<file path="config.mk">
export PLATFORM = sky130hd
export DESIGN_NAME = tdc_hit_encoder
export DESIGN_NICKNAME = d
export VERILOG_FILES = /design/src/rtl/tdc_hit_encoder.sv
export SDC_FILE = /design/constraint.sdc
export NUM_CORES = 1
export LEC_CHECK = 0
export CORE_MARGIN = 3
export CORE_UTILIZATION = 30
export CTS_BUF_LIST = sky130_fd_sc_hd__clkbuf_4 sky130_fd_sc_hd__clkbuf_8 sky130_fd_sc_hd__clkbuf_16
export DETAILED_ROUTE_END_ITERATION = 8
export PLACE_DENSITY = 0.55
export SLEW_MARGIN = 10
export SYNTH_ARGS = -nofsm -noshare
export SYNTH_HDL_FRONTEND = slang
export SYNTH_SLANG_ARGS = --single-unit
</file>
<file path="constraint.sdc">
create_clock -name clk100 -period 3.6 [get_ports clk100]
set_input_delay 0.54 -clock clk100 [delete_from_list [all_inputs] [get_ports clk100]]
set_output_delay 0.54 -clock clk100 [all_outputs]
set_load 0.05 [all_outputs]
</file>
<file path="src/rtl/tdc_hit_encoder.sv">
// TDC hit encoder: timestamps the first rising edge of the 4-phase pin samples after each event-window start
// and writes one {coarse, fine} entry per window into the result RAM.
module tdc_hit_encoder #(
  parameter int unsigned COARSE_W = 8,
  parameter int unsigned ADDR_W   = 2,
  parameter int unsigned CNT_W    = 16
) (
  input  logic                  clk100,
  input  logic                  rst_n,
  input  logic                  ena,
  input  logic                  evt_start,
  input  logic [3:0]            phase_smp,
  output logic                  ts_we,
  output logic [ADDR_W-1:0]     ts_addr,
  output logic [COARSE_W+1:0]   ts_data,
  output logic                  ts_nohit,
  output logic                  missed_hit,
  output logic [CNT_W-1:0]      win_cnt
);

  localparam int unsigned TS_W = COARSE_W + 2;

  typedef enum logic [1:0] {IDLE, ARMED, DONE} state_e;

  state_e              state_q, state_d;
  logic [COARSE_W-1:0] coarse_q, coarse_d;
  logic [ADDR_W-1:0]   wr_ptr_q, wr_ptr_d;
  logic                prev_q, prev_d;
  logic                ts_we_q, ts_we_d;
  logic [ADDR_W-1:0]   ts_addr_q, ts_addr_d;
  logic [TS_W-1:0]     ts_data_q, ts_data_d;
  logic                ts_nohit_q, ts_nohit_d;
  logic                missed_hit_q, missed_hit_d;
  logic [CNT_W-1:0]    win_cnt_q, win_cnt_d;

  logic [3:0] edge_v;
  logic       hit;
  logic [1:0] fine;
  logic       wr;
  logic       wr_nohit;

  // Rising-edge detection across the four phases, bit0 compared against last cycle's latest phase
  always_comb begin
    edge_v[0]   = phase_smp[0] & ~prev_q;
    edge_v[3:1] = phase_smp[3:1] & ~phase_smp[2:0];
    hit         = |edge_v;
    fine        = 2'd0;
    for (int i = 3; i >= 0; i--) begin
      if (edge_v[i]) fine = 2'(i);
    end
  end

  always_comb begin
    state_d      = state_q;
    coarse_d     = coarse_q;
    prev_d       = phase_smp[3];
    wr           = 1'b0;
    wr_nohit     = 1'b0;
    missed_hit_d = 1'b0;

    if (!ena) begin
      state_d = IDLE;
    end else if (evt_start) begin
      // A new start always wins; an open window is closed as no-hit first
      state_d  = ARMED;
      coarse_d = '0;
      if (state_q == ARMED) begin
        wr           = 1'b1;
        wr_nohit     = 1'b1;
        missed_hit_d = hit;
      end
    end else if (state_q == ARMED) begin
      if (hit) begin
        wr      = 1'b1;
        state_d = DONE;
      end else if (&coarse_q) begin
        wr       = 1'b1;
        wr_nohit = 1'b1;
        state_d  = DONE;
      end else begin
        coarse_d = coarse_q + COARSE_W'(1);
      end
    end

    ts_we_d    = wr;
    ts_nohit_d = wr & wr_nohit;
    ts_addr_d  = wr ? wr_ptr_q : ts_addr_q;
    ts_data_d  = ts_data_q;
    if (wr) ts_data_d = wr_nohit ? {TS_W{1'b1}} : {coarse_q, fine};
    wr_ptr_d   = wr_ptr_q + ADDR_W'(wr);
    win_cnt_d  = win_cnt_q + CNT_W'(wr);
  end

  always_ff @(posedge clk100) begin
    if (!rst_n) begin
      state_q      <= IDLE;
      coarse_q     <= '0;
      wr_ptr_q     <= '0;
      prev_q       <= 1'b1;
      ts_we_q      <= 1'b0;
      ts_addr_q    <= '0;
      ts_data_q    <= '0;
      ts_nohit_q   <= 1'b0;
      missed_hit_q <= 1'b0;
      win_cnt_q    <= '0;
    end else begin
      state_q      <= state_d;
      coarse_q     <= coarse_d;
      wr_ptr_q     <= wr_ptr_d;
      prev_q       <= prev_d;
      ts_we_q      <= ts_we_d;
      ts_addr_q    <= ts_addr_d;
      ts_data_q    <= ts_data_d;
      ts_nohit_q   <= ts_nohit_d;
      missed_hit_q <= missed_hit_d;
      win_cnt_q    <= win_cnt_d;
    end
  end

  assign ts_we      = ts_we_q;
  assign ts_addr    = ts_addr_q;
  assign ts_data    = ts_data_q;
  assign ts_nohit   = ts_nohit_q;
  assign missed_hit = missed_hit_q;
  assign win_cnt    = win_cnt_q;

endmodule

</file>
==> metrics.txt, run 1 <==
Final Util 40.5%; VDD IR-drop max 0.000124 V; Die X 85.4 um; ratio of cells with drive above 1 in the final layout 9.01%; RSZ-0062 raised after global routing no; Post-synth EDFFs 0; endpoint type of the worst setup path register; CP max stage cell or4_4; register bit total from synthesis 44; nets 245; mapped cell area 0.00189 sq mm; CORE AREA 0.00603 sq mm; Worst-Margin Slew 0.985 ns; Worst Path Arrival 3.25 ns; met1 usage 14.8%; global-route wire length before repair 6680 um; CTS Sinks 44; Tmin final 3.07 ns; syn_nets 205; Final Instance Area 0.00244 sq mm; Slew headroom 34.1%; insertion delay to the later sink of the worst-skew pair 0.29 ns; CTS H-tree depth 2; number of global-route vias before repair 1405; HP Class reg -> reg; most instantiated library cell after synthesis dfxtp_1; I/O pins 39; cell taking the most area after synthesis dfxtp_1; Synth async-reset ratio 0%; hold path depth 2; Cells after Synth 193; clock buffer depth 2; crit path cell chain clkdlybuf4s50_1 -> nor2b_1 -> or4_4 -> o31a_1 -> ha_1 -> ha_1 -> and4_1 -> nor3b_1 -> nand2_1 -> xor2_1 -> nor2b_1; sequential area share after synthesis 46.6%; Max Freq 326 MHz; initial antenna violation count 0; total grt overflow 0; synth top area cells dfxtp_1 (47%), xnor2_1 (6.9%), and2_1 (6.0%); Max Slew Vio Count 0; cell total after placement 301; initial core utilization 31.4%; Global Route Usage Sum 11.3%; Main synth FF type dfxtp_1; area share of the largest cell type after synthesis 46.6%; clk slew on worst S/H paths 0.08 ns; reg2reg end win_cnt[15]; hold_sp ts_addr[0]; MaxCap Viol Count 0; Antenna diodes 0; required time of the critical path 3.78 ns; Setup Skew 0.00512 ns; count of standard-cell rows 28; Distinct cells, synth 35; Die H 85.4 um; GR peak layer met2; worst hold slack 0.463 ns; setup_tns 0 ns; pin count of the biggest net entering global routing 34; r2r setup slk 1.05 ns; CTS Buf Count 5; area of the die 0.00729 sq mm; syn avg cell area 9.80 sq um; status finished clean; HPWL after DPL 2800 um; vias per cell 4.79; Placement Cell Area 0.00236 sq mm; Hold EP ts_addr[0]; initial DRC count 64; # setup viols final 0; setup bufs post-CTS 0; CP Class in -> reg; Worst R2R Start coarse_q[0]; period utilization 85.2%; YS warnings 0; final non-filler cell total 308; wire per inst 12.9 um; DRT Pass-1 Iters 4; number of nets still failing antenna checks after routing 0; Max FO, Critical Path 13; most frequent cells after synthesis dfxtp_1 (44), and2_1 (18), xnor2_1 (15); total number of vias 1475; I/O Buffers 38; Clock Tree Root clkbuf_8; R2R cell count 9; Pleak 0.000897 uW; synthesis-to-finish area growth 28.9%; CTS Hold Bufs 0; CTS tree built; Residual DRC 0; grt met3 use 3.30%; CP max stage delay 0.65 ns; Final Wtd Congestion 0.739; GRT met2 Usage 17.7%; endpoints failing hold 0; CP startpoint kind input pin; cts repair resizes 0; pwr/cell area 355 mW/mm^2; final WL 3980 um
cells in the final DEF, fill, tap and decap left out, drive strengths merged, types with 2 or more instances in the layout:
master / count
a211oi: 2
and2: 18
and4: 5
buf: 5
clkbuf: 6
clkdlybuf4s50: 38
dfxtp: 44
ha: 4
inv: 2
nand2: 12
nand2b: 2
nand3: 12
nand3b: 5
nand4: 4
nor2: 13
nor2b: 6
nor3: 4
nor3b: 2
nor4: 2
o211ai: 2
o21ai: 4
o221a: 10
xnor2: 15
xor2: 6
registers in the layout, summed over array words and instances (netlist names):
register	flops
state_q	2
prev_q	1
ts_we	1
ts_addr	2
win_cnt	16
coarse_q	8
ts_nohit	1
wr_ptr_q	2
missed_hit	1
ts_data	10
metrics by stage:
stage               worst slack [ns]  total power, uW
finish                         0.532              865
global route                   0.364              908
CTS                            0.532              882
detailed placement             0.224              582
global placement               0.287              582
floorplan                      0.711              555
layout make-up:
class                      instances  area (sq um)
fill                             600          3590
multi-input combinational        137           957
sequential                        44           881
timing repair buffer              43           418
tap                               75          93.8
clock buffer                       6          76.3
inverter                           2          7.51
clock inverter                     1          5.00
worst max path at each step:
stage	start	end	slack, ns	depth (start not counted)
after floorplan	phase_smp[3]	win_cnt[14]	0.71	11
after global placement	phase_smp[3]	win_cnt[14]	0.29	11
after detailed placement	phase_smp[3]	win_cnt[14]	0.22	11
after CTS	phase_smp[3]	win_cnt[14]	0.53	11
after global routing	phase_smp[2]	win_cnt[12]	0.36	11
final	phase_smp[3]	win_cnt[12]	0.53	11
worst max-delay path, delay by kind of cell:
family | cells | cell delay, ns
xor+xnor | 1 | 0.15
compound gates | 1 | 0.34
simple gates | 6 | 1.34
buf+inv | 1 | 0.43
fa+ha+maj | 2 | 0.44
power breakdown:
group	switching (uW)	leakage (uW)	internal (uW)
clock	155	0.0000445	140
combinational	44.0	0.000496	29.2
sequential	3.67	0.000356	493
total	203	0.000897	662
per-layer routing:
metal	vias up	routed length, um
li1	757	-
met1	687	1980
met2	29	1780
met3	2	191
met4	0	30
met5	-	0
cells by family after synthesis:
logic type,after synthesis,synth area share [%]
compound gates,21,9.85
fa+ha+maj,4,2.65
flops,44,46.6
xor+xnor,21,9.72
simple gates,91,28.4
buf+inv,12,2.84
(Power assumes the default switching activity.)
==> run 2, diff against run 1 <==
- HOLD_SLACK_MARGIN: default -> 0.15
- SKIP_LAST_GASP: default -> 1
==> results of run 2 <==
Same layout as run 1: the final DEF is identical, and so are final timing and power.
==> run 3, diff against run 2 <==
- CTS_CLUSTER_DIAMETER: default -> 80
- SLEW_MARGIN: 10 -> default
==> results of run 3 <==
Same layout as run 1: the final DEF is identical, and so are final timing and power.
==> RTL edit (config.mk and constraints of run 3) <==
Change the parameter `CNT_W` from 16 to 32.
--- a/src/rtl/tdc_hit_encoder.sv
+++ b/src/rtl/tdc_hit_encoder.sv
@@ -4,5 +4,5 @@
   parameter int unsigned COARSE_W = 8,
   parameter int unsigned ADDR_W   = 2,
-  parameter int unsigned CNT_W    = 16
+  parameter int unsigned CNT_W    = 32
 ) (
   input  logic                  clk100,
Ports: changed (resized win_cnt); port bits go from 39 to 55. No check against the original RTL was run, so the function may have changed too.
==> RTL edit against run 3 <==
Sequential cell count grew 16; synthesized cell count increased by 56%; design area grew 47%; power rose by 59%; die area up 42%; setup slack improved by 0.0037 ns; first-iteration DRC count decreased by 13%; clock power up 110%; combinational power up 8.5%; area after synthesis increased by 45%; routed wire length increased by 66%; critical path type unchanged.
==> RTL edit: results (changes against run 3) <==
[metrics] Register-to-Register Path Depth: 10 (+1)
[metrics] Critical Path AT: 3.33 ns (+0.08 ns)
[metrics] flip-flop count of the largest register, all copies and words added: 32 (+16)
[metrics] Placed Instances: 454 (+51%)
[metrics] top post-synthesis cells by area: dfxtp_1 (44%), or4_1 (3.5%), a21oi_1 (3.5%)
[metrics] worst hold-check slack: 0.460 ns (-0.00267 ns)
[metrics] detail-routed via count per cell: 5.22 (+9.0%)
[metrics] number of different library cells in the post-synthesis netlist: 44 (+26%)
[metrics] syn nets: 315 (+54%)
[metrics] count of input and output buffers: 54 (+42%)
[metrics] wire length of the first global-routing pass: 10800 um (+62%)
[metrics] final wirelength: 6590 um (+66%)
[metrics] Mean Syn Cell Area: 9.11 um2 (-7.1%)
[metrics] # fillers: 881 (+47%)
[metrics] remaining max-slew budget at the tightest pin: 61.8% (+28 points)
[metrics] register-to-register setup slack: 0.57 ns (-0.48 ns)
[metrics] pin count of the biggest net entering global routing: 32 (-5.9%)
[metrics] number of setup buffers added after CTS: 0 (unchanged)
[metrics] HPWL after detailed placement: 4670 um (+67%)
[metrics] Placement Cell Area: 3380 um2 (+43%)
[metrics] routability cong.: 0.713 (-3.5%)
[metrics] minimum setup slack after placement: 0.193 ns (-0.0314 ns)
[metrics] share of final-layout standard cells stronger than drive strength 1: 8.56% (-0.45 points)
[metrics] clock latency on the worst-skew pair: 0.33 ns (+0.04 ns)
[metrics] total CTS buffers: 9 (+4)
[metrics] non-filler cells in the finished layout: 470 (+53%)
[metrics] worst setup skew after layout: 0.00963 ns (+0.00451 ns)
[metrics] Worst VDD drop: 214 uV (+73%)
[metrics] top cell types by occurrence after synthesis: dfxtp_1 (60), nand2_1 (25), a21oi_1 (19), nor2_1 (16), nand3_1 (14)
[metrics] outcome: finished, final reports clean
[metrics] overall routing resource usage: 13.1% (+1.8 points)
[metrics] leak pwr: 1.18 nW (+32%)
[metrics] worst hold start: ts_addr[1]$_SDFFE_PN0P_
[metrics] number of global-route vias before repair: 2230 (+59%)
[metrics] worst r2r dst: win_cnt[24]$_SDFF_PN0_
[metrics] Seq/Total Area, Yosys: 43.7% (-2.9 points)
[metrics] end of the worst hold path: ts_addr[1]$_SDFFE_PN0P_
[metrics] Synth Flop Type: dfxtp_1
[metrics] 1st-iter DRT viols: 56 (-13%)
[metrics] crit path to: win_cnt[24]$_SDFF_PN0_
[metrics] number of levels in the clock H-tree: 3 (+1)
[metrics] least setup slack across all paths after layout: 0.535 ns (+0.00371 ns)
[metrics] highest net fanout along the worst path: 7 (-6)
[metrics] NumNets Final: 370 (+51%)
RTL edit: per-layer routing:
layer  vias to the layer above  global-route usage [%]  part of all wire [%]
met5                         -                       0                     0
met4                         0                    3.99                  0.55
met3                         5                    4.06                   4.9
met2                        60                    20.9                    46
met1                      1150                    17.0                    48
li1                       1239                       -                     -
RTL edit: power breakdown:
group | internal (mW) | leakage, nW | switching (mW)
Sequential | 0.670 | 0.484 | 0.00376
Clock | 0.363 | 0.106 | 0.260
Combinational | 0.0308 | 0.592 | 0.0487
Total | 1.06 | 1.18 | 0.312
RTL edit: critical path: stages:
cell and delay, ns:
clkdlybuf4s50_1 0.49, nor2b_1 0.26, or4_4 0.19, o31a_1 0.22, ha_1 0.18, ha_1 0.20, and4_1 0.31, nand3_1 0.25
or4_1 0.53, a21oi_1 0.15
RTL edit: final cells by class:
class | instances | area (um2) | area share (%)
multi-input cells | 218 | 1430 | 40.0
flip-flops and latches | 60 | 1200 | 33.5
repair buffers | 59 | 578 | 16.1
clock buffers | 12 | 159 | 4.43
well taps | 108 | 135 | 3.77
clock inverters | 4 | 47.5 | 1.32
inverters | 9 | 33.8 | 0.941
RTL edit: cell families (layout without fill, tap and decap cells):
logic type / count (synthesis) / after routing / synth area share [%]
simple gates: 128 / 128 / 26.8
compound gates: 69 / 69 / 17.7
flops: 60 / 60 / 43.7
buf+inv: 24 / 84 / 4.19
xor+xnor: 11 / 11 / 3.50
fa+ha+maj: 5 / 5 / 2.27
mux: 5 / 5 / 1.82
